## config.mk

```make
export PLATFORM = sky130hd
export DESIGN_NAME = seven_segment_scan_decoder
export DESIGN_NICKNAME = d
export VERILOG_FILES = /design/src/rtl/seven_segment_pkg.sv /design/src/rtl/seg_font_decode.sv /design/src/rtl/seven_segment_scan_decoder.sv
export SDC_FILE = /design/constraint.sdc
export NUM_CORES = 1
export LEC_CHECK = 0
export ABC_AREA = 1
export ABC_CLOCK_PERIOD_IN_PS = 3600
export BUFFER_PORTS_ARGS = -buffer_cell sky130_fd_sc_hd__buf_4
export CAP_MARGIN = 0
export CORE_MARGIN = 1
export CORE_UTILIZATION = 41
export CTS_BUF_LIST = sky130_fd_sc_hd__clkbuf_4 sky130_fd_sc_hd__clkbuf_8
export DETAILED_ROUTE_END_ITERATION = 8
export PLACE_DENSITY = 0.58
export SYNTH_ARGS = -nofsm -noshare
export SYNTH_HDL_FRONTEND = slang
export SYNTH_SLANG_ARGS = --single-unit
```

## constraint.sdc

```tcl
create_clock -name clk -period 3.6 [get_ports clk]
set_clock_uncertainty 0.15 [all_clocks]
set_input_delay 0.36 -clock clk [delete_from_list [all_inputs] [get_ports clk]]
set_output_delay 0.36 -clock clk [all_outputs]
set_load 0.01 [all_outputs]
```

## src/rtl/seven_segment_pkg.sv

```systemverilog
// Shared seven-segment definitions: active-low hex font, scan FSM states and digit count.
// The display driver uses the same font constant, so encoder and decoder stay in lockstep.
package seven_segment_pkg;

  localparam int unsigned NumDigits = 4;

  typedef enum logic [1:0] {
    StIdle,
    StSettle,
    StHold
  } state_e;

  // Index n holds the active-low pattern {a,b,c,d,e,f,g,h} for hex digit n, with h off.
  localparam logic [15:0][7:0] SegFont = {
    8'h71, 8'h61, 8'h85, 8'h63, 8'hC1, 8'h11, 8'h09, 8'h01,
    8'h1F, 8'h41, 8'h49, 8'h99, 8'h0D, 8'h25, 8'h9F, 8'h03
  };

  function automatic logic is_one_cold(input logic [NumDigits-1:0] sel);
    return ($countones(~sel) == 1);
  endfunction

  function automatic logic [1:0] cold_index(input logic [NumDigits-1:0] sel);
    logic [1:0] idx;
    idx = 2'd0;
    for (int i = 0; i < NumDigits; i++) begin
      if (!sel[i]) idx = 2'(i);
    end
    return idx;
  endfunction

endpackage

```

## src/rtl/seg_font_decode.sv

```systemverilog
// Combinational active-low segment pattern to hex nibble lookup; the decimal point is ignored.
module seg_font_decode
  import seven_segment_pkg::*;
(
  input  logic [7:0] i_pattern,
  output logic [3:0] o_nibble,
  output logic       o_valid
);

  logic [7:0] w_masked;

  assign w_masked = i_pattern | 8'h01;

  always_comb begin
    o_nibble = 4'h0;
    o_valid  = 1'b0;
    for (int i = 0; i < 16; i++) begin
      if (w_masked == SegFont[i]) begin
        o_nibble = 4'(i);
        o_valid  = 1'b1;
      end
    end
  end

endmodule

```

## src/rtl/seven_segment_scan_decoder.sv

```systemverilog
// Recovers a 4-digit hex value from a multiplexed seven-segment scan: debounces each digit,
// assembles a frame from four captures, and publishes only clean frames.
module seven_segment_scan_decoder
  import seven_segment_pkg::*;
#(
  parameter int unsigned STABLE_CYCLES  = 4,
  parameter int unsigned TIMEOUT_CYCLES = 1_000_000
) (
  input  logic        clk,
  input  logic        reset,
  input  logic [7:0]  abcdefgh,
  input  logic [3:0]  digit,
  output logic [15:0] number,
  output logic        number_valid,
  output logic        pattern_error,
  output logic        stale
);

  localparam int unsigned StaleW = $clog2(TIMEOUT_CYCLES + 1);
  localparam logic [7:0] CntLast = 8'(STABLE_CYCLES - 1);
  localparam logic [StaleW-1:0] StaleMax = StaleW'(TIMEOUT_CYCLES);

  logic [7:0]           r_seg;
  logic [3:0]           r_dig;
  state_e               r_state;
  logic [3:0]           r_cand_dig;
  logic [7:0]           r_cand_seg;
  logic [7:0]           r_stab_cnt;
  logic [NumDigits-1:0] r_seen;
  logic [15:0]          r_shadow;
  logic                 r_frame_bad;
  logic                 r_multi_prev;
  logic [15:0]          r_number;
  logic                 r_number_valid;
  logic                 r_pattern_error;
  logic [StaleW-1:0]    r_stale_cnt;

  logic [7:0]           w_seg;
  logic                 w_blank;
  logic                 w_multi;
  logic [1:0]           w_idx;
  logic [3:0]           w_nibble;
  logic                 w_font_ok;
  state_e               w_state_nxt;
  logic [3:0]           w_cand_dig_nxt;
  logic [7:0]           w_cand_seg_nxt;
  logic [7:0]           w_cnt_nxt;
  logic [7:0]           w_cnt_inc;
  logic                 w_start;
  logic                 w_capture;
  logic                 w_multi_err;
  logic [NumDigits-1:0] w_seen_nxt;
  logic [15:0]          w_shadow_nxt;
  logic                 w_bad_nxt;
  logic                 w_publish;
  logic                 w_pat_err;
  logic [StaleW-1:0]    w_stale_nxt;

  always_ff @(posedge clk or posedge reset) begin
    if (reset) begin
      r_seg <= 8'hFF;
      r_dig <= 4'hF;
    end else begin
      r_seg <= abcdefgh;
      r_dig <= digit;
    end
  end

  // Decimal point is forced off so it never restarts debouncing or affects decoding.
  assign w_seg     = r_seg | 8'h01;
  assign w_blank   = (r_dig == 4'hF);
  assign w_multi   = !w_blank && !is_one_cold(r_dig);
  assign w_idx     = cold_index(r_dig);
  assign w_cnt_inc = r_stab_cnt + 8'd1;

  seg_font_decode u_font_decode (
    .i_pattern(w_seg),
    .o_nibble (w_nibble),
    .o_valid  (w_font_ok)
  );

  always_comb begin
    w_state_nxt    = r_state;
    w_cand_dig_nxt = r_cand_dig;
    w_cand_seg_nxt = r_cand_seg;
    w_cnt_nxt      = r_stab_cnt;
    w_start        = 1'b0;
    w_capture      = 1'b0;
    w_multi_err    = 1'b0;
    if (w_multi) begin
      w_state_nxt = StIdle;
      w_multi_err = !r_multi_prev;
    end else begin
      unique case (r_state)
        StIdle: w_start = 1'b1;
        StSettle: begin
          if (w_blank) begin
            w_state_nxt = StIdle;
          end else if (r_dig != r_cand_dig || w_seg != r_cand_seg) begin
            w_cand_dig_nxt = r_dig;
            w_cand_seg_nxt = w_seg;
            w_cnt_nxt      = 8'd0;
          end else if (w_cnt_inc == CntLast) begin
            w_capture   = 1'b1;
            w_state_nxt = StHold;
          end else begin
            w_cnt_nxt = w_cnt_inc;
          end
        end
        StHold: w_start = (r_dig != r_cand_dig);
        default: w_state_nxt = StIdle;
      endcase
      if (w_start) begin
        if (w_blank) begin
          w_state_nxt = StIdle;
        end else begin
          w_cand_dig_nxt = r_dig;
          w_cand_seg_nxt = w_seg;
          w_cnt_nxt      = 8'd0;
          if (STABLE_CYCLES == 1) begin
            w_capture   = 1'b1;
            w_state_nxt = StHold;
          end else begin
            w_state_nxt = StSettle;
          end
        end
      end
    end
  end

  always_comb begin
    w_seen_nxt   = r_seen;
    w_shadow_nxt = r_shadow;
    w_bad_nxt    = r_frame_bad || w_multi_err;
    w_publish    = 1'b0;
    w_pat_err    = w_multi_err;
    if (w_capture) begin
      if (w_font_ok) begin
        w_shadow_nxt[{w_idx, 2'b00} +: 4] = w_nibble;
        w_seen_nxt[w_idx]                 = 1'b1;
        if (&w_seen_nxt) begin
          w_seen_nxt = '0;
          w_publish  = !r_frame_bad;
          w_bad_nxt  = 1'b0;
        end
      end else begin
        w_pat_err = 1'b1;
        w_bad_nxt = 1'b1;
      end
    end
  end

  // Cleared by the publish decision itself so stale falls in the same cycle number_valid rises.
  always_comb begin
    if (w_publish) begin
      w_stale_nxt = '0;
    end else if (r_stale_cnt == StaleMax) begin
      w_stale_nxt = r_stale_cnt;
    end else begin
      w_stale_nxt = r_stale_cnt + 1'b1;
    end
  end

  always_ff @(posedge clk or posedge reset) begin
    if (reset) begin
      r_state         <= StIdle;
      r_cand_dig      <= 4'hF;
      r_cand_seg      <= 8'hFF;
      r_stab_cnt      <= 8'd0;
      r_seen          <= '0;
      r_shadow        <= 16'h0000;
      r_frame_bad     <= 1'b0;
      r_multi_prev    <= 1'b0;
      r_number        <= 16'h0000;
      r_number_valid  <= 1'b0;
      r_pattern_error <= 1'b0;
      r_stale_cnt     <= '0;
    end else begin
      r_state         <= w_state_nxt;
      r_cand_dig      <= w_cand_dig_nxt;
      r_cand_seg      <= w_cand_seg_nxt;
      r_stab_cnt      <= w_cnt_nxt;
      r_seen          <= w_seen_nxt;
      r_shadow        <= w_shadow_nxt;
      r_frame_bad     <= w_bad_nxt;
      r_multi_prev    <= w_multi;
      r_number        <= w_publish ? w_shadow_nxt : r_number;
      r_number_valid  <= w_publish;
      r_pattern_error <= w_pat_err;
      r_stale_cnt     <= w_stale_nxt;
    end
  end

  assign number        = r_number;
  assign number_valid  = r_number_valid;
  assign pattern_error = r_pattern_error;
  assign stale         = (r_stale_cnt == StaleMax);

endmodule
```

Word level (Yosys, flattened, before mapping)
Cells that the tools add are included.
- flip-flop bits (word level): 94
- input port bits: 14
- output and inout port bits: 19
- word-level logic and storage cells: 148
- add/subtract/negate cells: 6
- magnitude comparators: 2
- equality and inequality tests: 27
- shifts and indexed selects: 2
- mux-type cells: 81
- bitwise gates (word level): 2
- reduce and logical (&&, ||, !) cells: 14
- operator list (kind ; number):
    2-to-1 mux 8 bit ; 11
    2-to-1 mux 4 bit ; 14
    2-to-1 mux 20 bit ; 2
    == test 7 x 6 -> 1 bit, second input constant ; 5
    2-to-1 mux 1 bit ; 35
    2-to-1 mux 16 bit ; 2
    == test 7 bit, second input constant ; 4
    adder 20 x 1 -> 20 bit, second input constant ; 1
    == test 20 bit, second input constant ; 1
    2-to-1 mux 2 bit ; 9
    bitwise mux 16 bit ; 1
    variable shift 4 x 6 -> 16 bit, first input constant ; 1
    variable part select 4 x 6 -> 16 bit ; 1
    == test 7 x 3 -> 1 bit, second input constant ; 2
    == test 7 x 4 -> 1 bit, second input constant ; 2
    2-to-1 mux 3 bit ; 4
    != test 5 bit, second input constant ; 2
    adder 8 x 1 -> 8 bit, second input constant ; 1
    == test 8 x 2 -> 1 bit, second input constant ; 1
    != test 8 bit ; 1
    == test 7 x 1 -> 1 bit, second input constant ; 1
    == test 7 x 5 -> 1 bit, second input constant ; 1
    zero test 7 bit ; 1
    negation 4 -> 6 bit ; 1
    other kinds (24) ; 30

Depth between registers and ports, before layout
- depth in word-level cells: 20
- depth in mapped cells: 15
- gate-level depth less buffers: 14

Modules after synthesis
From an unflattened synthesis, not the netlist that was laid out.
- cells, all modules: 656
- area, all modules: 5023.6 um^2
- by module, submodules not included (module ; instances ; cells each ; area each (um^2) ; seq. area each (um^2)):
    seven_segment_scan_decoder ; 1 ; 589 ; 4690.7 ; 2356.0
    seg_font_decode ; 1 ; 67 ; 332.8 ; 0.0

Least setup slack after synthesis
Ideal clock, no wire load.
- kind: flip-flop to flip-flop
- start point: reg r_dig[1]
- end point: reg r_shadow[1]
- setup time: 0.119 ns
- arrival time: 2.769 ns
- data required time: 3.331 ns
- path slack: 0.562 ns
- stages on the path, launching flop included: 12
- buffers on the path: 1
- clock period less this slack: 3.038 ns
- path through: dfstp_2 > fa_1 > inv_1 > ha_1 > ha_1 > or3b_1 > nor2_1 > inv_1 > nor2_1 > buf_2 > nand4_1 > and2_1
- longest elaborated chain between the ends: 8
- elaborated cells on any way between the ends: 23
- classes of those cells: add/sub: 3; eq/ne: 3; shift: 2; mux: 10; bitwise: 1; reduce/logical: 4
- RTL lines (element ; line ; text):
    start: declaration ; seven_segment_scan_decoder.sv:24 ; logic [3:0] r_dig;
    start signal: assignment ; seven_segment_scan_decoder.sv:65 ; r_dig <= digit;
    2-to-1 mux 1 bit / inverter 4 bit (equally long branches) ; seven_segment_pkg.sv:27, seven_segment_pkg.sv:20 ;
    2-to-1 mux 2 bit / adder 1 x 1 -> 2 bit (equally long branches) ; seven_segment_pkg.sv:27, seven_segment_pkg.sv:20 ;
    2-to-1 mux 2 bit / adder 2 x 2 -> 3 bit (equally long branches) ; seven_segment_pkg.sv:27, seven_segment_pkg.sv:20 ;
    negation 4 -> 6 bit / == test 3 x 1 -> 1 bit (equally long branches) ; seven_segment_scan_decoder.sv:139, seven_segment_pkg.sv:20 ;
    variable part select 4 x 6 -> 16 bit, or another cell as far along ; seven_segment_scan_decoder.sv:139 ; w_shadow_nxt[{w_idx, 2'b00} +: 4] = w_nibble;
    bitwise mux 16 bit / logical AND 1 bit (equally long branches) ; seven_segment_scan_decoder.sv:139, seven_segment_scan_decoder.sv:72 ;
    2-to-1 mux 16 bit / 2-to-1 mux 1 bit (equally long branches) ; seven_segment_scan_decoder.sv:138, seven_segment_scan_decoder.sv:90 ;
    2-to-1 mux 16 bit (*) ; seven_segment_scan_decoder.sv:137 ; if (w_capture) begin
    named net w_shadow_nxt[1] ; seven_segment_scan_decoder.sv:53 ; logic [15:0] w_shadow_nxt;
    end signal: assignment ; seven_segment_scan_decoder.sv:184 ; r_shadow <= w_shadow_nxt;
    end: declaration ; seven_segment_scan_decoder.sv:30 ; logic [15:0] r_shadow;
Mark *: on every way through the listed nets, which the timed path passes. The rest lies on a longest branch.
A chain may end at the register's enable or synchronous reset.

Worst setup path in the final report
- start point: reg r_dig[3]
- end point: reg r_shadow[13]
- longest elaborated chain between the ends: 8
- elaborated cells on any way between the ends: 21
- classes of those cells: add/sub: 3; eq/ne: 3; shift: 2; mux: 8; bitwise: 1; reduce/logical: 4
- RTL lines (element ; line):
    branches (longest 7 deep; another with negation 4 -> 6 bit) ; -
    2-to-1 mux 16 bit (*) ; seven_segment_scan_decoder.sv:137
    named net w_shadow_nxt[13] ; seven_segment_scan_decoder.sv:53
Mark *: on every way through the listed nets, which the timed path passes.

==> results.txt <==
The sum of routed wire length over all layers is between 10 and 15 mm. The mux cell area share after synthesis came out at 0%. The die is between 100 and 150 microns tall. 33 I/O pins were placed. The critical path goes through fa_1 > inv_1 > ha_1 > ha_1 > or3b_1 > nor2_1 > inv_1 > nor2_1 > buf_4 > nand4_1 > and2_1.

The maximum level of the CTS H-tree came out at 3. The post-synthesis cell type count came out at 43. For the pin with the worst max-slew slack, the measured transition is a little over 0.6 ns. The core region is between 10,000 and 15,000 sq um. Counting flops with an async set or reset pin after synthesis yields a share of 100%. The maximum clock frequency came out at around 320 MHz. The fraction of layout cells with a size suffix above 1 came out at 16.8%. The number of vias per cell is approximately 4.9. The count of flip-flops with a built-in enable after synthesis is 0. The post-placement worst setup slack is 0.440 ns. The final-layout setup total negative slack is 0 ns. The maximum number of pins on one net before global-route repair is 83.

The run finished with clean final reports. The clock transition at the registers of the reported paths is 0.10 ns. The sequential element share of the synthesized area is about 44%. The global route total overflow is 0. The detailed router put a total of ~5.4 mm of wire on met1. The HPWL reported at the end of detailed placement is approximately 8.1 mm. The remaining antenna violation count after routing is 0. The fraction of the mapped netlist area in compound gates is under 10%.

The shortest clock period the worst path allows after layout is 3.17 ns. The initial utilization of the core area, before any placement, comes to around two fifths. The tree is rooted in a sky130_fd_sc_hd__clkbuf_8.

Among all stages on the critical path, the largest delay is contributed by sky130_fd_sc_hd__dfstp_2. Setup violations remaining at the end of the flow were counted as 0. The residual DRC count came out at 0. After detailed routing, the average wire length per cell comes to approximately 12 microns. The synthesized cell area is between 5000 and 6000 sq um. The peak ir drop on the vdd network came out at around 250 uV. The synthesis warning total came out at 0.

By startpoint and endpoint, the worst setup path is classified as register to register. Setup repair after global routing left no endpoint under its margin. The overall die area came out at 13,400 sq um. The count of clock tree sinks is between 90 and 100. The routed length on met3 came out at 290 microns.

The adder and majority gate portion of the synthesized area came out at under 10%. The die boundary width came out at between 100 and 150 microns. The standby leakage power came out at around 0.003 uW. The top cell types in the final layout, fill and taps aside, are sky130_fd_sc_hd__nand2_1 (191), sky130_fd_sc_hd__inv_1 (84), sky130_fd_sc_hd__nor2_1 (80). The first-pass GRT wire length came out at approximately 19 mm.

The worst path setup slack after routing is 0.428 ns. The worst path arrival time is around 3.3 ns. The synthesis-to-layout area growth came out at 13.2%. TritonCTS created 9 clock buffers. The worst setup path is launched from a register. In the synthesized netlist the dominant register cell turns out to be sky130_fd_sc_hd__dfrtp_1.

The number of endpoints with negative hold slack in the final report is 0. The detailed-routing iteration count for the pre-antenna-repair pass is 5. The min-delay analysis places its worst path in the category input pin to async pin. The number of nets in the layout came out at 748. The overall via count from detail_route came out at about 4,400.

The post-synthesis register bit count came out at 93. Of the total synthesized cell area, the portion taken by AND, OR, NAND and NOR gates is 37.4%. The share of the synthesized netlist area taken by xor and xnor gates came out at 2.15%. Across the run, the number of max-cap violations was 0. Of all nets on the critical path, the largest fanout is 10. The count of buffers from port buffering came out at 31. The clock tree from TritonCTS is built. The number of pins exceeding their max-slew limit in the final report is 0. Routability-driven placement finished with a final weighted congestion of 0.840. By area, the combinational part of the netlist is dominated by simple AND/OR/NAND/NOR gates. The post-CTS setup buffer count came out at 0.

The delay contributed by the slowest stage of the critical path is 0.63 ns. The post-route fraction of the period consumed by the critical path came out at around nine tenths. 0 antenna diodes ended up in the layout. The layout has 1,292 filler cells. Measured against its own limit, the worst slew margin works out to slightly below 60%. The worst setup path is captured at a register. The number of instances in the synthesized netlist came out at between 600 and 700. For the worst-skew pair, the clock arrives at the later sink with an insertion delay of 0.38 ns. The initial antenna violation count came to 0. The post-synthesis average cell area is roughly 7.8 sq um.

The count of cells along the worst register-to-register path came out at 11. The total routing resource utilization after global routing is a little under a fifth. The violation count after the first detailed-routing iteration came out at 160.

After detailed routing, no signal wire sits above met4. The number of nets produced by synthesis is 704. The routed length on met2 is ~5.4 mm. The library cell used most frequently in the layout, excluding fill and tap cells, is sky130_fd_sc_hd__nand2_1.

The number of global-route vias before repair came out at 4,119. The required arrival time at the worst endpoint is approximately 3.7 ns. The floorplan row count is between 40 and 50.

The total power density per cell area came out at 392 nW/um^2. The deepest clock path buffer count came out at 2.
## final timing paths
kind                       slack, ns                    endpoint                      start
max reg2reg                     0.43      r_shadow[13]$_DFF_PP0_         r_dig[3]$_DFF_PP1_
min in group clk                0.33   r_cand_dig[0]$_DFFE_PP1N_  r_cand_dig[0]$_DFFE_PP1N_
max                             0.43      r_shadow[13]$_DFF_PP0_         r_dig[3]$_DFF_PP1_
max in group asynchronous       2.28   r_cand_dig[3]$_DFFE_PP1N_                      reset
min reg2reg                     0.33   r_cand_dig[0]$_DFFE_PP1N_  r_cand_dig[0]$_DFFE_PP1N_
min                             0.29  r_stale_cnt[0]$_DFFE_PP0P_                      reset
## cell families (layout without fill, tap and decap cells)
group	Yosys count	after routing
AND/OR/NAND/NOR	410	410
XOR/XNOR	13	13
buffers and inverters	108	157
adder cells (fa/ha/maj)	8	8
AO/OA/AOI/OAI	50	50
flip-flops	93	93
## registers in the layout (all words and copies together) (netlist names)
signal         count
r_stale_cnt       20
number            16
r_shadow          16
r_cand_seg         8
r_stab_cnt         8
r_seg              7
r_cand_dig         4
r_dig              4
r_seen             4
r_state            2
number_valid       1
pattern_error      1
r_frame_bad        1
r_multi_prev       1
## synthesized netlist by cell type (3+ instances only)
cell type                  instances  area share, %
sky130_fd_sc_hd__nand2_1         191             14
sky130_fd_sc_hd__inv_1            85            6.0
sky130_fd_sc_hd__nor2_1           80            5.7
sky130_fd_sc_hd__dfrtp_1          70             33
sky130_fd_sc_hd__nand3_1          36            3.4
sky130_fd_sc_hd__nand4_1          34            4.0
sky130_fd_sc_hd__dfstp_2          23             11
sky130_fd_sc_hd__o21ai_0          23            2.2
sky130_fd_sc_hd__a21oi_1          17            1.6
sky130_fd_sc_hd__and2_1           16            1.9
sky130_fd_sc_hd__nand3_2          16            3.0
sky130_fd_sc_hd__nor3_1            9           0.85
sky130_fd_sc_hd__xnor2_1           8            1.3
sky130_fd_sc_hd__ha_1              7            1.7
sky130_fd_sc_hd__nor2_2            7           0.83
sky130_fd_sc_hd__buf_2             6           0.57
sky130_fd_sc_hd__inv_2             6           0.42
sky130_fd_sc_hd__xor2_1            5           0.83
sky130_fd_sc_hd__nand2_2           4           0.47
sky130_fd_sc_hd__nor2_4            4           0.85
sky130_fd_sc_hd__clkbuf_1          3           0.21
sky130_fd_sc_hd__nor4_1            3           0.35
## critical path, delay by kind of cell (launching register included)
family                   cells  cell delay (ns)
AND/OR/NAND/NOR              5             1.11
buffers and inverters        3             0.39
flip-flops                   1             0.63
adder cells (fa/ha/maj)      3             0.79
## timing repair
item,CTS,global route
hold buffers,12,0
endpoints found under the hold margin,22,0
resized for setup,0,0
## routing by layer
layer  vias to the layer above  track usage (%)
met3                        12             2.51
li1                       2251                -
met4                         0             7.61
met5                         -                0
met2                        72             30.8
met1                      2080             23.7
## per-stage QoR
step	hold WS, ns	total power, uW	utilization, %	cells	area, sq um
2_1_floorplan	0.214	1580	-	682	5300
3_3_place_gp	0.148	1690	45.1	875	5700
3_5_place_dp	0.150	1700	45.1	875	5700
4_1_cts	0.286	2390	47.5	903	6000
5_1_grt	0.312	2490	47.5	903	6000
6_report	0.291	2350	47.5	903	6000
## cell type report
class / instances / area (sq um) / area share [%]
clock buffers: 11 / 145 / 2.42
clock inverters: 5 / 35.0 / 0.584
inverters: 93 / 353 / 5.88
multi-input cells: 481 / 2480 / 41.3
flip-flops and latches: 93 / 2360 / 39.3
well taps: 172 / 215 / 3.59
repair buffers: 48 / 415 / 6.93
## power breakdown
| group | leakage (uW) | internal, uW | switching, uW |
|---|---|---|---|
| Sequential | 0.00119 | 1180 | 74.3 |
| Combinational | 0.00166 | 155 | 278 |
| Clock | 0.0000931 | 279 | 386 |
No activity file was read; power rests on OpenSTA's default activity.
